<file path="src/rtl/input_word_loader_pkg.sv">
// input_pkg: shared types and helpers for the input word loader and the
// other front-panel blocks.
//   loader_state_t : lane FSM states (FILL = collecting bytes, HOLD = word
//                    waiting for the consumer)
//   lane_bits()    : width of a lane index for a given word width, never
//                    less than 1 bit
package input_pkg;

    typedef enum logic {
        FILL = 1'b0,
        HOLD = 1'b1
    } loader_state_t;

    function automatic int lane_bits(int width);
        int lanes;
        lanes = width / 8;
        return (lanes > 1) ? $clog2(lanes) : 1;
    endfunction

endpackage

</file>
<file path="src/rtl/input_word_loader_if.sv">
// input_word_loader_if: valid/ready word channel from the loader to its
// consumer (CPU / memory loader).
//   out_valid : producer -> consumer, completed word available
//   out_ready : consumer -> producer, consumer accepts out_data
//   out_data  : producer -> consumer, WIDTH-bit word, lane 0 in bits [7:0]
// master = producer side, slave = consumer side.
interface input_word_loader_if #(
    parameter int unsigned WIDTH = 16
) ();

    logic             out_valid;
    logic             out_ready;
    logic [WIDTH-1:0] out_data;

    modport master (
        output out_valid,
        output out_data,
        input  out_ready
    );

    modport slave (
        input  out_valid,
        input  out_data,
        output out_ready
    );

endinterface

</file>
<file path="src/rtl/input_word_loader_key_debounce.sv">
// key_debounce: conditions one raw, asynchronous, active-low push key.
// A 2-flop synchroniser feeds a debouncer that only accepts a new level
// after it has been stable for DB_CYCLES consecutive cycles. A single-cycle
// registered pulse is emitted when the accepted level falls (key pressed);
// release produces nothing, so a held key gives exactly one press.
//   clk    : rising-edge clock
//   reset  : synchronous, active-high
//   key_n  : raw key, pressed = 0
//   press  : one-cycle pulse, the cycle after the debounced level falls
module key_debounce #(
    parameter int unsigned DB_CYCLES = 4
) (
    input  logic clk,
    input  logic reset,
    input  logic key_n,
    output logic press
);

    localparam int unsigned CW = (DB_CYCLES > 1) ? $clog2(DB_CYCLES) : 1;

    logic          s1;
    logic          s2;
    logic          lvl;
    logic [CW-1:0] cnt;

    // Synchroniser and stable level reset to "released" so a key held
    // through reset is still seen as one fresh press afterwards.
    always_ff @(posedge clk) begin
        if (reset) begin
            s1    <= 1'b1;
            s2    <= 1'b1;
            lvl   <= 1'b1;
            cnt   <= '0;
            press <= 1'b0;
        end else begin
            s1    <= key_n;
            s2    <= s1;
            press <= 1'b0;
            if (s2 == lvl) begin
                cnt <= '0;
            end else if (cnt == CW'(DB_CYCLES - 1)) begin
                lvl   <= s2;
                cnt   <= '0;
                press <= ~s2;
            end else begin
                cnt <= cnt + CW'(1);
            end
        end
    end

endmodule

</file>
<file path="src/rtl/input_word_loader.sv">
// input_word_loader: assembles a WIDTH-bit word from the 8 switches, one
// byte lane per debounced key press, and hands the finished word to a
// consumer over a valid/ready channel.
//   clk      : rising-edge clock
//   reset    : synchronous, active-high
//   sw       : byte value committed on a press
//   commit_n : raw active-low commit key
//   out_bus  : master side of the word channel (out_valid/out_ready/out_data)
//   word     : word under assembly (HEX display)
//   lane     : next lane to be written
//   led      : current contents of lane `lane` of `word` (combinational)
module input_word_loader
    import input_pkg::*;
#(
    parameter int unsigned WIDTH     = 16,
    parameter int unsigned DB_CYCLES = 4
) (
    input  logic                          clk,
    input  logic                          reset,
    input  logic [7:0]                    sw,
    input  logic                          commit_n,
    input_word_loader_if.master           out_bus,
    output logic [WIDTH-1:0]              word,
    output logic [lane_bits(WIDTH)-1:0]   lane,
    output logic [7:0]                    led
);

    localparam int unsigned LANES = WIDTH / 8;
    localparam int unsigned LW    = lane_bits(WIDTH);

    loader_state_t    state;
    logic             press;
    logic [WIDTH-1:0] next_word;
    logic [WIDTH-1:0] out_data_q;
    logic             out_valid_q;

    key_debounce #(
        .DB_CYCLES (DB_CYCLES)
    ) u_commit_key (
        .clk   (clk),
        .reset (reset),
        .key_n (commit_n),
        .press (press)
    );

    // Word with the switch byte merged into the current lane; the final
    // lane's byte must appear in out_data on the same edge it is written.
    always_comb begin
        next_word = word;
        for (int unsigned i = 0; i < LANES; i++) begin
            if (lane == LW'(i)) begin
                next_word[i*8 +: 8] = sw;
            end
        end
    end

    always_comb begin
        led = '0;
        for (int unsigned i = 0; i < LANES; i++) begin
            if (lane == LW'(i)) begin
                led = word[i*8 +: 8];
            end
        end
    end

    // In HOLD the handshake wins and any press is dropped, so out_data
    // stays frozen until the consumer takes it.
    always_ff @(posedge clk) begin
        if (reset) begin
            state       <= FILL;
            lane        <= '0;
            word        <= '0;
            out_data_q  <= '0;
            out_valid_q <= 1'b0;
        end else begin
            case (state)
                FILL: begin
                    if (press) begin
                        word <= next_word;
                        if (lane == LW'(LANES - 1)) begin
                            out_data_q  <= next_word;
                            out_valid_q <= 1'b1;
                            lane        <= '0;
                            state       <= HOLD;
                        end else begin
                            lane <= lane + LW'(1);
                        end
                    end
                end
                HOLD: begin
                    if (out_valid_q && out_bus.out_ready) begin
                        out_valid_q <= 1'b0;
                        word        <= '0;
                        state       <= FILL;
                    end
                end
                default: state <= FILL;
            endcase
        end
    end

    assign out_bus.out_valid = out_valid_q;
    assign out_bus.out_data  = out_data_q;

endmodule
</file>
<file path="src/flat_wrapper.sv">
// flat-port wrapper written by rule: the top's interface ports become plain ports
module input_word_loader_flat import input_pkg::*;
#(
    parameter int unsigned WIDTH     = 16,
    parameter int unsigned DB_CYCLES = 4
)
  (clk, reset, sw, commit_n, word, lane, led, out_bus_out_valid, out_bus_out_data, out_bus_out_ready);
  input_word_loader_if #(.WIDTH(WIDTH)) out_bus_i ();
  input  logic clk;
  input  logic reset;
  input  logic [7:0] sw;
  input  logic commit_n;
  output logic [WIDTH-1:0] word;
  output logic [lane_bits(WIDTH)-1:0] lane;
  output logic [7:0] led;
  output wire logic [$bits(out_bus_i.out_valid)-1:0] out_bus_out_valid;
  output wire logic [$bits(out_bus_i.out_data)-1:0] out_bus_out_data;
  input wire logic [$bits(out_bus_i.out_ready)-1:0] out_bus_out_ready;
  assign out_bus_out_valid = out_bus_i.out_valid;
  assign out_bus_out_data = out_bus_i.out_data;
  assign out_bus_i.out_ready = out_bus_out_ready;
  input_word_loader #(.WIDTH(WIDTH), .DB_CYCLES(DB_CYCLES)) u_core (.clk(clk), .reset(reset), .sw(sw), .commit_n(commit_n), .out_bus(out_bus_i), .word(word), .lane(lane), .led(led));
endmodule
</file>
<file path="config.mk">
export PLATFORM = sky130hd
export DESIGN_NAME = input_word_loader_flat
export DESIGN_NICKNAME = d
export VERILOG_FILES = /design/src/rtl/input_word_loader_pkg.sv /design/src/rtl/input_word_loader_if.sv /design/src/rtl/input_word_loader_key_debounce.sv /design/src/rtl/input_word_loader.sv /design/src/flat_wrapper.sv
export SDC_FILE = /design/constraint.sdc
export NUM_CORES = 1
export LEC_CHECK = 0
export ABC_AREA = 1
export CORE_AREA = 4 4 76 61
export CTS_CLUSTER_DIAMETER = 120
export DETAILED_ROUTE_END_ITERATION = 16
export DIE_AREA = 0 0 80 65
export PLACE_DENSITY = 0.75
export SLEW_MARGIN = 20
export SYNTH_ARGS = -nofsm -noshare
export SYNTH_HDL_FRONTEND = slang
export SYNTH_SLANG_ARGS = --single-unit
</file>
<file path="constraint.sdc">
create_clock -name clk -period 1.5 [get_ports clk]
set_clock_uncertainty 0.15 [all_clocks]
set_input_delay 0.375 -clock clk [delete_from_list [all_inputs] [get_ports clk]]
set_output_delay 0.375 -clock clk [all_outputs]
set_load 0.1 [all_outputs]
</file>
After elaboration in Yosys (flattened, before gate mapping)
Index checks and enable logic that the tools add are counted.
{"block": "word_totals", "register_bits": 41, "latch_bits": 0, "mem_bits_rw": 0, "rom_bits": 0, "input_bits": 12, "output_inout_bits": 42, "word_cells": 44, "mem_count": 0}
{"block": "classes", "addsub": 2, "n_mul": 0, "div_mod_pow": 0, "n_lt_le_gt_ge": 0, "eq_ne": 5, "shifts": 0, "mux": 15, "bitwise_logic": 4, "reduce_logical": 8}
{"op": "16-bit 2-to-1 mux", "count": 2}
{"op": "16-bit case mux with 2 select lines", "count": 1}
{"op": "8-bit 2-to-1 mux", "count": 3}
{"op": "1-bit 2-to-1 mux", "count": 7}
{"op": "2-bit AND reduction", "count": 3}
{"op": "3-bit AND reduction", "count": 2}
{"op": "3-bit OR reduction", "count": 2}
{"op": "2-bit inequality test (second input constant)", "count": 2}
{"op": "1-bit inverter", "count": 4}
{"op": "1-bit case mux with 2 select lines", "count": 2}
{"op": "2-bit by 1-bit adder with 2-bit output (second input constant)", "count": 1}
{"op": "2-bit == test (second input constant)", "count": 1}
{"op": "2-bit by 1-bit inequality test with 1-bit output (second input constant)", "count": 1}
{"op": "1-bit adder (second input constant)", "count": 1}
{"op": "1-bit == test", "count": 1}
{"op": "1-bit logical AND", "count": 1}

Logic depth before layout (Yosys ltp)
Gate-level depths: netlist (run 1).
{"block": "depth", "depth_word": 3, "depth_mapped": 7, "depth_no_buf": 6}

By module
From an unflattened synthesis (run 1), not the netlist that was laid out.
{"block": "hier_totals", "cells_unflattened": 275, "hier_area_um2": 1881.8}
{"module": "input_word_loader", "instances": 1, "cells_each": 251, "area_per_inst_um2": 1666.6, "seq_area_each_um2": 700.7}
{"module": "key_debounce", "instances": 1, "cells_each": 24, "area_per_inst_um2": 215.2, "seq_area_each_um2": 120.1}

Worst setup path after synthesis (run 1)
OpenSTA, ideal clock, no wires.
{"block": "synth_timing", "path_kind": "reg2out", "from": "register u_core.lane", "to": "output port led[0]", "t_arrival_ps": 3610, "required_time_ps": 975, "setup_slack_ps": -2635, "path_stages_with_launch": 5, "n_path_buf": 2, "path_cell_list": "dfxtp_1 > buf_2 > inv_2 > clkbuf_1 > o21ai_0"}
{"block": "synth_via", "elab_chain_len": 1}
{"item": "start, declared", "line": "input_word_loader.sv:24", "rtl": "output logic [lane_bits(WIDTH)-1:0] lane,"}
{"item": "start signal, assigned", "line": "input_word_loader.sv:86", "rtl": "lane <= lane + LW'(1);"}
{"item": "8-bit 2-to-1 mux", "line": "input_word_loader.sv:60", "rtl": "if (lane == LW'(i)) begin"}
{"item": "end, declared", "line": "flat_wrapper.sv:15", "rtl": "output logic [7:0] led;"}
Every way passes these cells.

Worst setup path after layout (run 1)
{"block": "layout_timing", "from": "register u_core.lane", "to": "output port led[2]"}
Same word-level chain as after synthesis.

==> metrics.md, run 1 <==
| Metric | Value |
|---|---|
| Status | complete, but fails checks |
| Placed Instances | 350 |
| CP max FO | 16 |
| Clock period minus worst slack | roughly 1.7 ns |
| Final Cycle Share | 1.16 |
| Max cap viols | 0 |
| Largest net degree at the start of global routing | 26 |
| Avg WL per Cell | 14.1 µm |
| Req. time, crit path | ~0.97 ns |
| Total wire length | ~5000 µm |
| Slowest CP cell | dfxtp_4 |
| Antenna-violating nets left | 0 |
| Clock-pin slew on the worst setup and hold paths | 0.07 ns |
| Yosys warns | 0 |
| Layout area overhead | 77.8% |
| Via count | 1863 |
| Seq/Total Area, Yosys | 0.476 |
| Mapped Cells | between 200 and 250 |
| Non-Filler Instances | approximately 360 |
| Routed vias/inst | 5.19 |
| Initial DRC count | ~100 |
| Lkg Pwr | 1.22 nW |
| Die ar. | ~5200 µm² |
| Num CTS Buffers | 5 |
| Share of cells above drive strength 1 | 0.342 |
| Finish-stage setup viols | 9 |
| DRT Pass-1 Iters | 4 |
| Final core occ | 0.785 |
| Antenna violations before repair | 0 |
| Worst EP arrival | roughly 1.2 ns |
| H-tree levels | 2 |
| Post-synthesis cell area | between 1500 and 2000 µm² |
| Syn Area/Cell | approximately 7 µm² |
| CP max stage delay | approximately 0.4 ns |
| Failing checks | negative setup slack |
| # IOs | 54 |
| Clock root cell | clkbuf_8 |
| Vias in the first global route | 1800 |
| Core ar. | 3900 µm² |
| Hold Crit Class | flip-flop to flip-flop |
| Worst-path cell chain | inv_8, buf_12, o21ai_4, buf_12 |
| Hold Buf Count CTS | 0 |
| CP Capture Type | output pin |
| RSZ-0062 raised after global routing | true |
| Nets | 316 |
| Clk sinks | a little over 40 |
| # port buffers | 53 |
| Fin. max-slew vios | 0 |
| Total GRT Usage | 0.210 |
| Slew margin rel. | 0.770 |
| Smallest setup slack after layout | -0.246 ns |
| Die Y | about 65 µm |
| Drt drc | 0 |
| FP Rows | 20 |
| CP dominant cell by count | buf_12 |
| Mapped Nets | between 200 and 300 |
| CTS tree | yes |
| Number of synthesized register bits | between 40 and 50 |
| Remaining Overflow, GRT | 0 |
| Synth cell types | 20 |
| Setup total negative slack | -1.93 ns |
| First-pass GRT wire length | about 8400 µm |
| Fmax | between 500 and 600 MHz |
| Max Root-Sink Buffers | 2 |
| GPL Wtd Cong | slightly below 0.8 |
| Hold Fails Final Rpt | 0 |
| Diodes inserted | 0 |
| VDD IR max | roughly 0.54 mV |
| Crit Path Class | flip-flop to output pin |
| Initial Util | 0.442 |
| Worst Tran Pin Value | between 0.3 and 0.4 ns |
| Die Span X | approximately 80 µm |
| DP HPWL | roughly 3800 µm |
| Pwr Density | 607 nW/µm² |
| Worst setup SP type | flip-flop |
| Clk Latency, worst-skew pair | ~0.29 ns |
==> report_power, final <==
part,internal (mW),total (mW),switching (mW)
combinational,0.0366,0.0712,0.0346
sequential,1.09,1.09,0.00197
clock,0.323,0.703,0.380
total,1.45,1.86,0.417
==> what timing repair did <==
item                                    in CTS  in global routing
endpoints found under the setup margin       9                  9
resized for setup                            4                  0
gates cloned                                 0                  0
pin swaps                                    0                  1
setup buffers                                1                  0
==> cells in the final DEF (no fill, tap or decap), types with 3 or more instances in the layout <==
master           count
o21ai_0             10
nor2_1               8
dfxtp_2             16
nand4_1             12
nand3_1             14
clkbuf_8             5
buf_12              44
nand2_2              3
clkdlybuf4s50_1     11
dfxtp_1             23
a21oi_1             27
o21ai_4              6
buf_4               14
nand2_1             74
inv_1               17
==> per-layer routing <==
layer	wire (µm)	GRT usage	vias to the layer above
met1	2140	0.260	877
met4	72	0.0738	0
met5	0	0	-
li1	-	-	902
met2	2410	0.348	76
met3	426	0.0611	8
==> stage by stage <==
stage               cell area, µm²  power (mW)  hold WS [ns]  setup WS, ns
floorplan                     1890        1.13         0.239        -0.500
global placement              2960        1.18         0.241        -0.132
detailed placement            2960        1.18         0.253        -0.189
CTS                           3070        1.87         0.274        -0.270
global route                  3070        1.92         0.281        -0.300
finish                        3070        1.86         0.268        -0.246
==> flip-flops by register name, summed over array words and instances (netlist names) <==
signal                     count
u_core.out_bus.out_data       16
u_core.u_commit_key.press      1
u_core.out_bus.out_valid       1
u_core.u_commit_key.cnt        2
u_core.word                   16
u_core.u_commit_key.s1         1
u_core.u_commit_key.s2         1
u_core.lane                    1
u_core.u_commit_key.lvl        1
u_core.state                   1
==> cells by family after synthesis <==
kind of cell,Yosys count,share of synthesized area
and+or+nand+nor,120,0.305
AOI/OAI and AO/OA,44,0.129
DFF,41,0.476
buffers and inverters,33,0.0827
adders and majority gates,1,0.00726
==> cells in the mapped netlist <==
master	count	share of area
dfxtp_1	41	0.48
nor4b_1	1	0.0051
nor2_1	8	0.017
buf_6	1	0.0065
buf_4	1	0.0044
nand2_1	78	0.17
o21ai_0	16	0.046
ha_1	1	0.0073
clkbuf_1	5	0.011
nor2_2	1	0.0036
o211ai_1	1	0.0044
nand3_1	14	0.041
inv_1	17	0.037
inv_2	3	0.0065
nor2_4	1	0.0065
nand4_1	12	0.044
nand2_2	3	0.011
a21oi_1	27	0.078
buf_2	6	0.017
or2_2	2	0.0073
==> worst paths after layout <==
check                            start                      to  slack (ns)  cells past startpoint
min             u_core.u_commit_key.s1  u_core.u_commit_key.s2        0.27                      1
min reg2reg     u_core.u_commit_key.s1  u_core.u_commit_key.s2        0.27                      1
max                        u_core.lane                  led[2]       -0.25                      4
max reg2reg  u_core.u_commit_key.press          u_core.word[3]        0.12                      6
==> worst max-delay path: cells and delay by family, from the launching register on <==
kind / cells / cell delay (ns)
flip-flops: 1 / 0.39
buffers and inverters: 3 / 0.39
AO/OA/AOI/OAI: 1 / 0.14
==> area by class of cell <==
| cell class | count | area (µm²) |
|---|---|---|
| fill | 256 | 838 |
| inverter | 20 | 82.6 |
| clock buffer | 6 | 72.6 |
| sequential | 41 | 848 |
| multi-input combinational | 165 | 876 |
| timing repair buffer | 70 | 1110 |
| clock inverter | 2 | 10.0 |
| tap | 55 | 68.8 |
No activity file was read; power rests on OpenSTA's default activity.
==> run 2, diff against run 1 <==
--- a/config.mk
+++ b/config.mk
@@ -10,7 +10,9 @@
 export CTS_CLUSTER_DIAMETER = 120
 export DETAILED_ROUTE_END_ITERATION = 16
 export DIE_AREA = 0 0 80 65
+export GPL_TIMING_DRIVEN = 0
 export PLACE_DENSITY = 0.75
+export RECOVER_POWER = 50
 export SLEW_MARGIN = 20
 export SYNTH_ARGS = -nofsm -noshare
 export SYNTH_HDL_FRONTEND = slang
==> constraint.sdc (replaced) <==
create_clock -name clk -period 2 [get_ports clk]
set_clock_uncertainty 0.15 [all_clocks]
set_input_delay 0.5 -clock clk [delete_from_list [all_inputs] [get_ports clk]]
set_output_delay 0.5 -clock clk [all_outputs]
set_load 0.1 [all_outputs]
==> run 2 against run 1 <==
Net effect: the flow still finishes with violations (negative setup slack); hold slack got worse by 0.0012 ns; global-route usage decreased by 0.45 points; via count decreased by 0.81%; largest cell class is now multi-input gates; largest power group unchanged.
==> metrics.md, run 2 (synthesized netlist as in run 1, its figures left out) <==
| Metric | Value |
|---|---|
| Hold Crit Start | u_core.u_commit_key.s1 (unchanged) |
| CP max stage delay | 0.35 ns (was 0.39 ns) |
| Slowest CP cell | dfxtp_4 (unchanged) |
| H-tree levels | 2 (unchanged) |
| Crit path to | led[0] (was led[2]) |
| Finish-stage setup viols | 5 (was 9) |
| Fillers | 311 (was 256) |
| Antenna-violating nets left | 0 (unchanged) |
| First-pass GRT wire length | 8350 µm (was 8400 µm) |
| Die Y | 65 µm (unchanged) |
| Worst-path cell chain | buf_6, inv_8, clkbuf_16, buf_12, o21ai_4, buf_12 (was inv_8, buf_12, o21ai_4, buf_12) |
| Hold Buf Count CTS | 0 (unchanged) |
| Clock-pin slew on the worst setup and hold paths | 0.08 ns (was 0.07 ns) |
| Placed Instances | 347 (was 350) |
| Final Cycle Share | 1.04 |
| Initial Util | 0.442 (unchanged) |
| Failing checks | negative setup slack (unchanged) |
| GPL Wtd Cong | 0.836 (was 0.784) |
| Clk Latency, worst-skew pair | 0.29 ns (about the same) |
| Worst path depth | 6 (was 4) |
| Post-place instance area | 2460 µm² (was 2960 µm²) |
| DP HPWL | 3620 µm (was 3800 µm) |
| RSZ-0062 raised after global routing | true (unchanged) |
| Initial DRC count | 123 (was 103) |
| Status | complete, but fails checks (unchanged) |
| Worst setup SP type | flip-flop (unchanged) |
| Max Root-Sink Buffers | 2 (unchanged) |
| Clock root cell | clkbuf_8 (unchanged) |
| Diodes inserted | 0 (unchanged) |
| FP Rows | 20 (unchanged) |
| Commonest non-fill, non-tap cell in the layout | nand2_1 (unchanged) |
| Num CTS Buffers | 5 (unchanged) |
| Post-route cell area | 2780 µm² (was 3070 µm²) |
| Met2 usage | 0.331 (was 0.348) |
| Remaining Overflow, GRT | 0 (unchanged) |
| CP dominant cell by count | buf_12 (unchanged) |
| Lkg Pwr | 1.08 nW (was 1.22 nW) |
| Worst Hold Slack | 0.266 ns (was 0.268 ns) |
| Core ar. | 3900 µm² (unchanged) |
| R2R setup slack | 0.16 ns (was 0.12 ns) |
| Crit Path Class | flip-flop to output pin (unchanged) |
| Layout area overhead | 61.1% (was 77.8%) |
| Pwr Density | 517 nW/µm² (was 607 nW/µm²) |
| Total GRT Usage | 0.206 (was 0.210) |
| Req. time, crit path | 1.35 ns (was 0.97 ns) |
| # IOs | 54 (unchanged) |
| DRT Pass-1 Iters | 4 (unchanged) |
| Clock period minus worst slack | between 2 and 2.5 ns |
| # port buffers | 53 (unchanged) |
| Non-Filler Instances | 365 (was 359) |
| CP startpoint | u_core.lane (unchanged) |
| Max cap viols | 0 (unchanged) |
| Smallest setup slack after layout | -0.0895 ns (was -0.246 ns) |
| Via count | 1848 (was 1863) |
| Top Usage Layer GRT | met2 (unchanged) |
| Worst EP arrival | 1.44 ns (was 1.22 ns) |
| Die Span X | 80 µm (unchanged) |
| Critical path's top delay family | buffers and inverters (was flip-flops) |
| Die ar. | 5200 µm² (unchanged) |
| Routed vias/inst | 5.06 (was 5.19) |
| Met3 track demand over resource | 0.0528 (was 0.0611) |
| Largest net degree at the start of global routing | 14 (was 26) |
| Worst Reg-to-Reg Cells | 6 (unchanged) |
| Hold Fails Final Rpt | 0 (unchanged) |
| Nets | 322 (was 316) |
| Avg WL per Cell | 13.9 µm (was 14.1 µm) |
| Antenna violations before repair | 0 (unchanged) |
| Worst R2R Start | u_core.state (was u_core.u_commit_key.press) |
| Slew margin rel. | 0.627 (was 0.770) |
| CP max FO | 8 (was 16) |
| Reg-to-Reg End | u_core.out_bus.out_data[12] (was u_core.word[3]) |
| Share of cells above drive strength 1 | 0.323 (was 0.342) |
| Clk sinks | 41 (unchanged) |
| Most frequent cells in the layout | nand2_1 (77), clkdlybuf4s15_2 (34), a21oi_1 (27), dfxtp_1 (26), inv_1 (18) (was nand2_1 (74), buf_12 (44), a21oi_1 (27), dfxtp_1 (23), inv_1 (17)) |
| Total wire length | 5070 µm (was 5050 µm) |
| CP Capture Type | output pin (unchanged) |
| Fin. max-slew vios | 0 (unchanged) |
| CP bufs+invs | 5 (was 3) |
| Vias in the first global route | 1795 (was 1800) |
| GR Util met1 | 0.278 (was 0.260) |
| Hold Crit Class | flip-flop to flip-flop (unchanged) |
| VDD IR max | 0.375 mV (was 0.542 mV) |
| Fmax | 479 MHz |
| Total power | 1.44 mW (was 1.86 mW) |
| CTS tree | yes (unchanged) |
| Worst Tran Pin Value | 0.562 ns (was 0.344 ns) |
| Drt drc | 0 (unchanged) |
-- run 2: cell types whose count changed in the layout (fill, tap and decap cells not counted), sizes merged --
cell           before  now
buf                59   25
clkbuf              6   12
clkdlybuf4s15       0   34
clkdlybuf4s50      11    9
dlygate4sd3         0    2
-- run 2: layer usage --
| layer | up-vias | wire (µm) |
|---|---|---|
| met5 | - | 0 |
| met2 | 75 | 2290 |
| met3 | 4 | 445 |
| met1 | 854 | 2320 |
| li1 | 915 | - |
| met4 | 0 | 20 |
-- run 2: what timing repair did --
item,4_1_cts,5_1_grt
pin swaps,1,1
resized for setup,176,6
endpoints found under the setup margin,42,10
setup buffers,5,6
-- run 2: worst min-delay path by stage --
| stage | to | slack [ns] | cells after the start |
|---|---|---|---|
| after floorplan | u_core.u_commit_key.s2 | 0.24 | 1 |
| after global placement | u_core.u_commit_key.s2 | 0.24 | 1 |
| after detailed placement | u_core.u_commit_key.s2 | 0.25 | 1 |
| after CTS | u_core.u_commit_key.s2 | 0.27 | 1 |
| after global routing | u_core.u_commit_key.s2 | 0.30 | 1 |
| final | u_core.u_commit_key.s2 | 0.27 | 1 |
-- run 2: per-stage QoR --
step,setup TNS (ns),utilization,setup WS [ns]
2_1_floorplan,-0.639,-,-0.125
3_3_place_gp,-11.40,0.631,-0.719
3_5_place_dp,-12.07,0.631,-0.720
4_1_cts,-0.323,0.701,-0.0841
5_1_grt,-0.620,0.712,-0.123
6_report,-0.348,0.712,-0.0895
-- run 2: final cells by class --
cell class	instances	area [µm²]	share of cell area
multi-input combinational	165	846	0.305
sequential	41	842	0.303
timing repair buffer	64	748	0.269
buffer	12	93.8	0.0338
clock buffer	6	82.6	0.0297
inverter	20	82.6	0.0297
tap	55	68.8	0.0248
clock inverter	2	13.8	0.00495
-- run 2: worst reg2reg max path: stages (launching register included) --
cell and delay, ns:
dfxtp_1 0.37, inv_1 0.12, nand2_1 0.20, nor2_1 0.17
clkbuf_1 0.43, nand2_1 0.16, a21oi_1 0.17
-- run 2: power by group --
part           leakage (nW)  switching (mW)  internal [mW]  total, mW
clock                0.0512           0.289          0.280      0.568
combinational         0.685          0.0278         0.0234     0.0512
sequential            0.339         0.00131          0.816      0.817
total                  1.08           0.318           1.12       1.44
==> run 3, diff against run 2 <==
--- a/config.mk
+++ b/config.mk
@@ -5,13 +5,12 @@
 export SDC_FILE = /design/constraint.sdc
 export NUM_CORES = 1
 export LEC_CHECK = 0
-export ABC_AREA = 1
-export CORE_AREA = 4 4 76 61
+export CORE_AREA = 4 4 74 59
 export CTS_CLUSTER_DIAMETER = 120
 export DETAILED_ROUTE_END_ITERATION = 16
-export DIE_AREA = 0 0 80 65
+export DIE_AREA = 0 0 78 63
 export GPL_TIMING_DRIVEN = 0
-export PLACE_DENSITY = 0.75
+export PLACE_DENSITY = 0.81
 export RECOVER_POWER = 50
 export SLEW_MARGIN = 20
 export SYNTH_ARGS = -nofsm -noshare
==> run 3 against run 2 <==
Net effect: the flow now finishes without violations; non-clock buffer count shrank 14; sequential share of layout area increased by 5.6 points; setup slack better by 0.095 ns; die area shrank 5.5%; combinational power decreased by 4%; clock power is 9.0% lower.
==> metrics.md, run 3 <==
| Metric | Value |
|---|---|
| Largest cells by area after synthesis | dfxtp_1 (54%), nand2_1 (9.9%), a22o_1 (7.5%) (was dfxtp_1 (48%), nand2_1 (17%), a21oi_1 (7.8%)) |
| R2R setup slack | 0.28 ns (was 0.16 ns) |
| Worst EP arrival | 1.34 ns (was 1.44 ns) |
| Mapped Nets | 168 (was 252) |
| Post-synthesis cell area | 1510 µm² (was 1720 µm²) |
| Die ar. | 4910 µm² (was 5200 µm²) |
| Mapped Cells | 155 (was 239) |
| Total wire length | 3900 µm (was 5070 µm) |
| VDD IR max | 0.531 mV (was 0.375 mV) |
| Commonest non-fill, non-tap cell in the layout | nand2_1 (unchanged) |
| Worst Hold Slack | 0.263 ns (was 0.266 ns) |
| DP HPWL | 2690 µm (was 3620 µm) |
| Lkg Pwr | 0.841 nW (was 1.08 nW) |
| Top-count cell post-synth | dfxtp_1 (was nand2_1) |
| CP Capture Type | output pin (unchanged) |
| Die Y | 63 µm (was 65 µm) |
| First-pass GRT wire length | 6250 µm (was 8350 µm) |
| CP max stage delay | 0.39 ns (was 0.35 ns) |
| CP bufs+invs | 2 (was 5) |
| Drt drc | 0 (unchanged) |
| Slew margin rel. | 0.630 (was 0.627) |
| Fillers | 305 (was 311) |
| Hold Fails Final Rpt | 0 (unchanged) |
| Main combinational cell family by area after synthesis | simple AND/OR/NAND/NOR gates (unchanged) |
| Post-Synth XOR/XNOR Area | 0.00580 (was 0) |
| Cell taking the most area after synthesis | dfxtp_1 (unchanged) |
| Antenna violations before repair | 0 (unchanged) |
| Yosys warns | 0 (unchanged) |
| Seq/Total Area, Yosys | 0.543 (was 0.476) |
| Via count | 1307 (was 1848) |
| Initial DRC count | 74 (was 123) |
| Yosys top cell area share | 0.543 (was 0.476) |
| Worst-path cell chain | buf_8, mux2_2, buf_12 (was buf_6, inv_8, clkbuf_16, buf_12, o21ai_4, buf_12) |
| Post-synth EDFFs | 0 (unchanged) |
| Max cap viols | 0 (unchanged) |
| Total GRT Usage | 0.165 (was 0.206) |
| H-tree levels | 2 (unchanged) |
| Top post-synthesis cells by count | dfxtp_1 (41), nand2_1 (40), a21oi_1 (22) (was nand2_1 (78), dfxtp_1 (41), a21oi_1 (27)) |
| Post-Synth Adder-Cell Area | 0.00829 (was 0.00726) |
| Fmax | 501 MHz (was 479 MHz) |
| Total power | 1.38 mW (was 1.44 mW) |
| Largest net degree at the start of global routing | 12 (was 14) |
| Synth cell types | 26 (was 20) |
| Clock period minus worst slack | 1.99 ns (was 2.09 ns) |
| Share of cells above drive strength 1 | 0.394 (was 0.323) |
| Worst Tran Pin Value | 0.557 ns (was 0.562 ns) |
| # port buffers | 52 (was 53) |
| Synth Flop Type | dfxtp_1 (unchanged) |
| Final Cycle Share | 0.997 (was 1.04) |
| Initial Util | 0.421 (was 0.442) |
| Fin. max-slew vios | 0 (unchanged) |
| Crit Path Class | flip-flop to output pin (unchanged) |
| Antenna-violating nets left | 0 (unchanged) |
| Req. time, crit path | 1.35 ns (about the same) |
| Avg WL per Cell | 14.4 µm (was 13.9 µm) |
| Number of synthesized register bits | 41 (unchanged) |
| Pwr Density | 589 nW/µm² (was 517 nW/µm²) |
| Hold Crit Class | flip-flop to flip-flop (unchanged) |
| Core ar. | 3590 µm² (was 3900 µm²) |
| FP Rows | 19 (was 20) |
| Mux cell area share after synthesis | 0.0597 (was 0) |
| Smallest setup slack after layout | 0.00513 ns (was -0.0895 ns) |
| DRT Pass-1 Iters | 4 (unchanged) |
| Routed vias/inst | 4.84 (was 5.06) |
| Fraction of registers with async set/reset | 0 (unchanged) |
| Clk Latency, worst-skew pair | 0.30 ns (was 0.29 ns) |
| Diodes inserted | 0 (unchanged) |
| Slowest CP cell | dfxtp_4 (unchanged) |
| GPL Wtd Cong | 0.836 (about the same) |
| Die Span X | 78 µm (was 80 µm) |
| Status | finished, final reports clean (was complete, but fails checks) |
| Critical path's top delay family | flip-flops (was buffers and inverters) |
| Compound-cell area share of the yosys netlist | 0.163 (was 0.129) |
| Setup total negative slack | 0 ns (was -0.348 ns) |
| Clk sinks | 41 (unchanged) |
| Clock root cell | clkbuf_8 (unchanged) |
| Remaining Overflow, GRT | 0 (unchanged) |
| Post-Synth Simple-Gate Area | 0.183 (was 0.305) |
| RSZ-0062 raised after global routing | true (unchanged) |
| Most frequent cells in the layout | nand2_1 (40), clkdlybuf4s15_2 (34), dfxtp_1 (24), a21oi_1 (22), dfxtp_2 (16) (was nand2_1 (77), clkdlybuf4s15_2 (34), a21oi_1 (27), dfxtp_1 (26), inv_1 (18)) |
| CP max FO | 5 (was 8) |
| FF+latch area | 845 µm² (was 842 µm²) |
| Num CTS Buffers | 5 (unchanged) |
| CTS tree | yes (unchanged) |
| Vias in the first global route | 1279 (was 1795) |
| Pre-CTS WS | -0.589 ns (was -0.720 ns) |
| Worst setup SP type | flip-flop (unchanged) |
| Layout area overhead | 55.7% (was 61.1%) |
| Finish-stage setup viols | 0 (was 5) |
| Clock-pin slew on the worst setup and hold paths | 0.07 ns (was 0.08 ns) |
| Max Root-Sink Buffers | 2 (unchanged) |
| Hold Buf Count CTS | 0 (unchanged) |
| Multi-input logic area | 641 µm² (was 846 µm²) |
| # IOs | 54 (unchanged) |
| Nets | 230 (was 322) |
| Syn Area/Cell | 9.74 µm² (was 7.21 µm²) |
## run 3: changes by cell type in the layout (fill, tap and decap cells not counted), moves of 9 or more
| cell | before | now |
|---|---|---|
| inv_1 | 18 | 2 |
| o21ai_0 | 10 | 1 |
| nand4_1 | 12 | 0 |
| a22o_1 | 0 | 13 |
| nand3_1 | 14 | 0 |
| nand2_1 | 77 | 40 |
## run 3: final timing paths
kind,from,end,cells past startpoint
worst max-delay path,u_core.lane,led[6],3
worst min-delay path,u_core.u_commit_key.s1,u_core.u_commit_key.s2,1
worst max register to register,u_core.lane,u_core.word[7],5
worst min register to register,u_core.u_commit_key.s1,u_core.u_commit_key.s2,1
## run 3: final cells by class
type,instances,share of cell area
well taps,52,0.0277
inverters,2,0.00319
repair buffers,55,0.279
flip-flops and latches,41,0.359
plain buffers,7,0.0239
clock buffers,8,0.0341
multi-input cells,105,0.272
## run 3: cell families (layout without fill, tap and decap cells)
kind of cell | after synthesis | after routing
xor gates and xnor gates | 1 | 1
and+or+nand+nor | 57 | 57
DFF | 41 | 41
AOI/OAI and AO/OA | 38 | 38
adders and majority gates | 1 | 1
buffers and inverters | 9 | 72
muxes | 8 | 8
## run 3: routing by layer
layer	routed length (µm)	track usage
met5	0	0
met1	1780	0.212
met2	1620	0.233
met4	112	0.0852
met3	391	0.0692
## run 3: timing repair
action,in CTS,in global routing
gates resized for setup,163,12
endpoints found under the hold margin,0,0
buffers inserted,2,0
setup endpoints to repair,42,8
gates cloned,0,1
## run 3: stage by stage
step           utilization  cell area, µm²  instances
6_report             0.655            2350        270
3_3_place_gp         0.590            2120        259
5_1_grt              0.655            2350        270
4_1_cts              0.637            2290        269
2_1_floorplan            -            1530        155
3_5_place_dp         0.590            2120        259
## run 3: report_power, final
part,switching (mW),internal (mW)
clock,0.270,0.248
combinational,0.0262,0.0231
sequential,0.00118,0.817
==> edit (config.mk and constraints of run 2) <==
`DB_CYCLES` is set to 4 in 3 places; all go to 8.
--- a/src/rtl/input_word_loader_key_debounce.sv
+++ b/src/rtl/input_word_loader_key_debounce.sv
@@ -9,5 +9,5 @@
 //   press  : one-cycle pulse, the cycle after the debounced level falls
 module key_debounce #(
-    parameter int unsigned DB_CYCLES = 4
+    parameter int unsigned DB_CYCLES = 8
 ) (
     input  logic clk,
--- a/src/rtl/input_word_loader.sv
+++ b/src/rtl/input_word_loader.sv
@@ -14,5 +14,5 @@
 #(
     parameter int unsigned WIDTH     = 16,
-    parameter int unsigned DB_CYCLES = 4
+    parameter int unsigned DB_CYCLES = 8
 ) (
     input  logic                          clk,
--- a/src/flat_wrapper.sv
+++ b/src/flat_wrapper.sv
@@ -3,5 +3,5 @@
 #(
     parameter int unsigned WIDTH     = 16,
-    parameter int unsigned DB_CYCLES = 4
+    parameter int unsigned DB_CYCLES = 8
 )
   (clk, reset, sw, commit_n, word, lane, led, out_bus_out_valid, out_bus_out_data, out_bus_out_ready);
Check against the original RTL: not equivalent (Yosys sat finds a counterexample within 10 cycles, from zero or initial values and one cycle with reset high).
==> edit against run 2 <==
  * Combinational power decreased by 7.4%
  * Final area increased by 1.8%
  * Setup slack improved by 0.11 ns
  * Power increased by 0.44%
  * Clock power decreased by 1%
  * Sequential share of layout area increased by 0.33 points
  * Via count increased by 1.9%
  * Wire length increased by 0.51%
  * Register-to-register slack improved by 0.18 ns
  * Die area unchanged
  * Sequential cell count increased by 1
  * Area after synthesis increased by 4.4%
  * Non-clock buffer count decreased by 5
  * Critical path type unchanged
  * Largest power group unchanged
==> edit: results (changes against run 2) <==
dpl cells=350 (+0.86%); outcome=completed; dpl cell area=2530 um^2 (+2.5%); NonClk Buf Share=0.288 (-0.0148); first-pass GRT wire length=8510 um (+1.9%); Routed wire per std cell=14.0 um (+1.1%); synth cell count leaders=nand2_1, dfxtp_1, a21oi_1, inv_1, nand3_1; nonclk buf count=71 (-6.6%); Via density=5.19 (+2.5%); final-layout clock buffer total=7 (+1); post-route insts no fill=363 (-0.55%); GPL Wtd Cong=0.857 (+2.4%); slew margin rel.=0.629 (+0.00175); r2r setup slk=0.34 ns (+0.18 ns); Yosys cell types=25 (+25%); Detailed Place HPWL=3600 um (-0.40%); CP arrival=1.33 ns (-0.11 ns); TNS Setup=0 ns (+0.348 ns); largest cells by area after synthesis=dfxtp_1, nand2_1, a21oi_1, nand4_1, nand3_1; Cells after Synth=243 (+1.7%); Overall Global Routing Usage=0.210 (+0.00404); Final clock-cell share=0.0323 (-0.00240); vias in the first global route=1850 (+3.1%); Critical R2R Launch=u_core.lane; FILL cells=304 (-2.3%); reg2reg end=u_core.out_bus.out_data[3]; area delta synth->final=57.2%; largest net degree at the start of global routing=13 (-1)
==> edit: cell types whose count changed in the layout (fill, tap and decap cells not counted), moves of 3 or more <==
cell / delta
buf_4: -4
nand2_1: -15
a21oi_1: -6
a21oi_2: +3
nand2_2: +8
nand4_1: +4
nand3_1: +4
==> edit: metal layers <==
metal / GRT usage / wire (um) / part of all wire / vias to the layer above
met3: 0.0569 / 255 / 0.050 / 8
met2: 0.353 / 2460 / 0.48 / 56
met1: 0.261 / 2310 / 0.45 / 894
met4: 0.0633 / 73 / 0.014 / 0
met5: 0 / 0 / 0 / -
li1: - / - / - / 926
==> edit: cell families (layout without fill, tap and decap cells) <==
| family | Yosys count | in the layout | share of synthesized area |
|---|---|---|---|
| simple gates | 124 | 124 | 0.315 |
| flops | 42 | 42 | 0.467 |
| compound gates | 39 | 39 | 0.116 |
| buf+inv | 36 | 101 | 0.0876 |
| fa+ha+maj | 2 | 2 | 0.0139 |
==> edit: power by group <==
part / switching (uW) / leakage [uW] / internal, uW / total [uW]
combinational: 25.7 / 0.000698 / 21.7 / 47.4
sequential: 1.42 / 0.000348 / 835 / 836
clock: 281 / 0.0000482 / 278 / 560
total: 308 / 0.00109 / 1130 / 1440
==> edit: worst max-delay path by stage <==
| stage | slack [ns] | startpoint | endpoint |
|---|---|---|---|
| final | 0.02 | u_core.lane | led[4] |
| after global routing | -0.02 | u_core.lane | led[5] |
| after CTS | -0.08 | u_core.lane | led[4] |
| after detailed placement | -0.76 | u_core.lane | led[4] |
| after global placement | -0.75 | u_core.lane | led[4] |
| after floorplan | -0.12 | u_core.lane | led[1] |
==> edit: what timing repair did <==
action,CTS,global route
pin swaps,0,1
resized for setup,177,11
cloned,1,0
buffers inserted,1,3
hold buffers,0,0
setup endpoints to repair,42,8
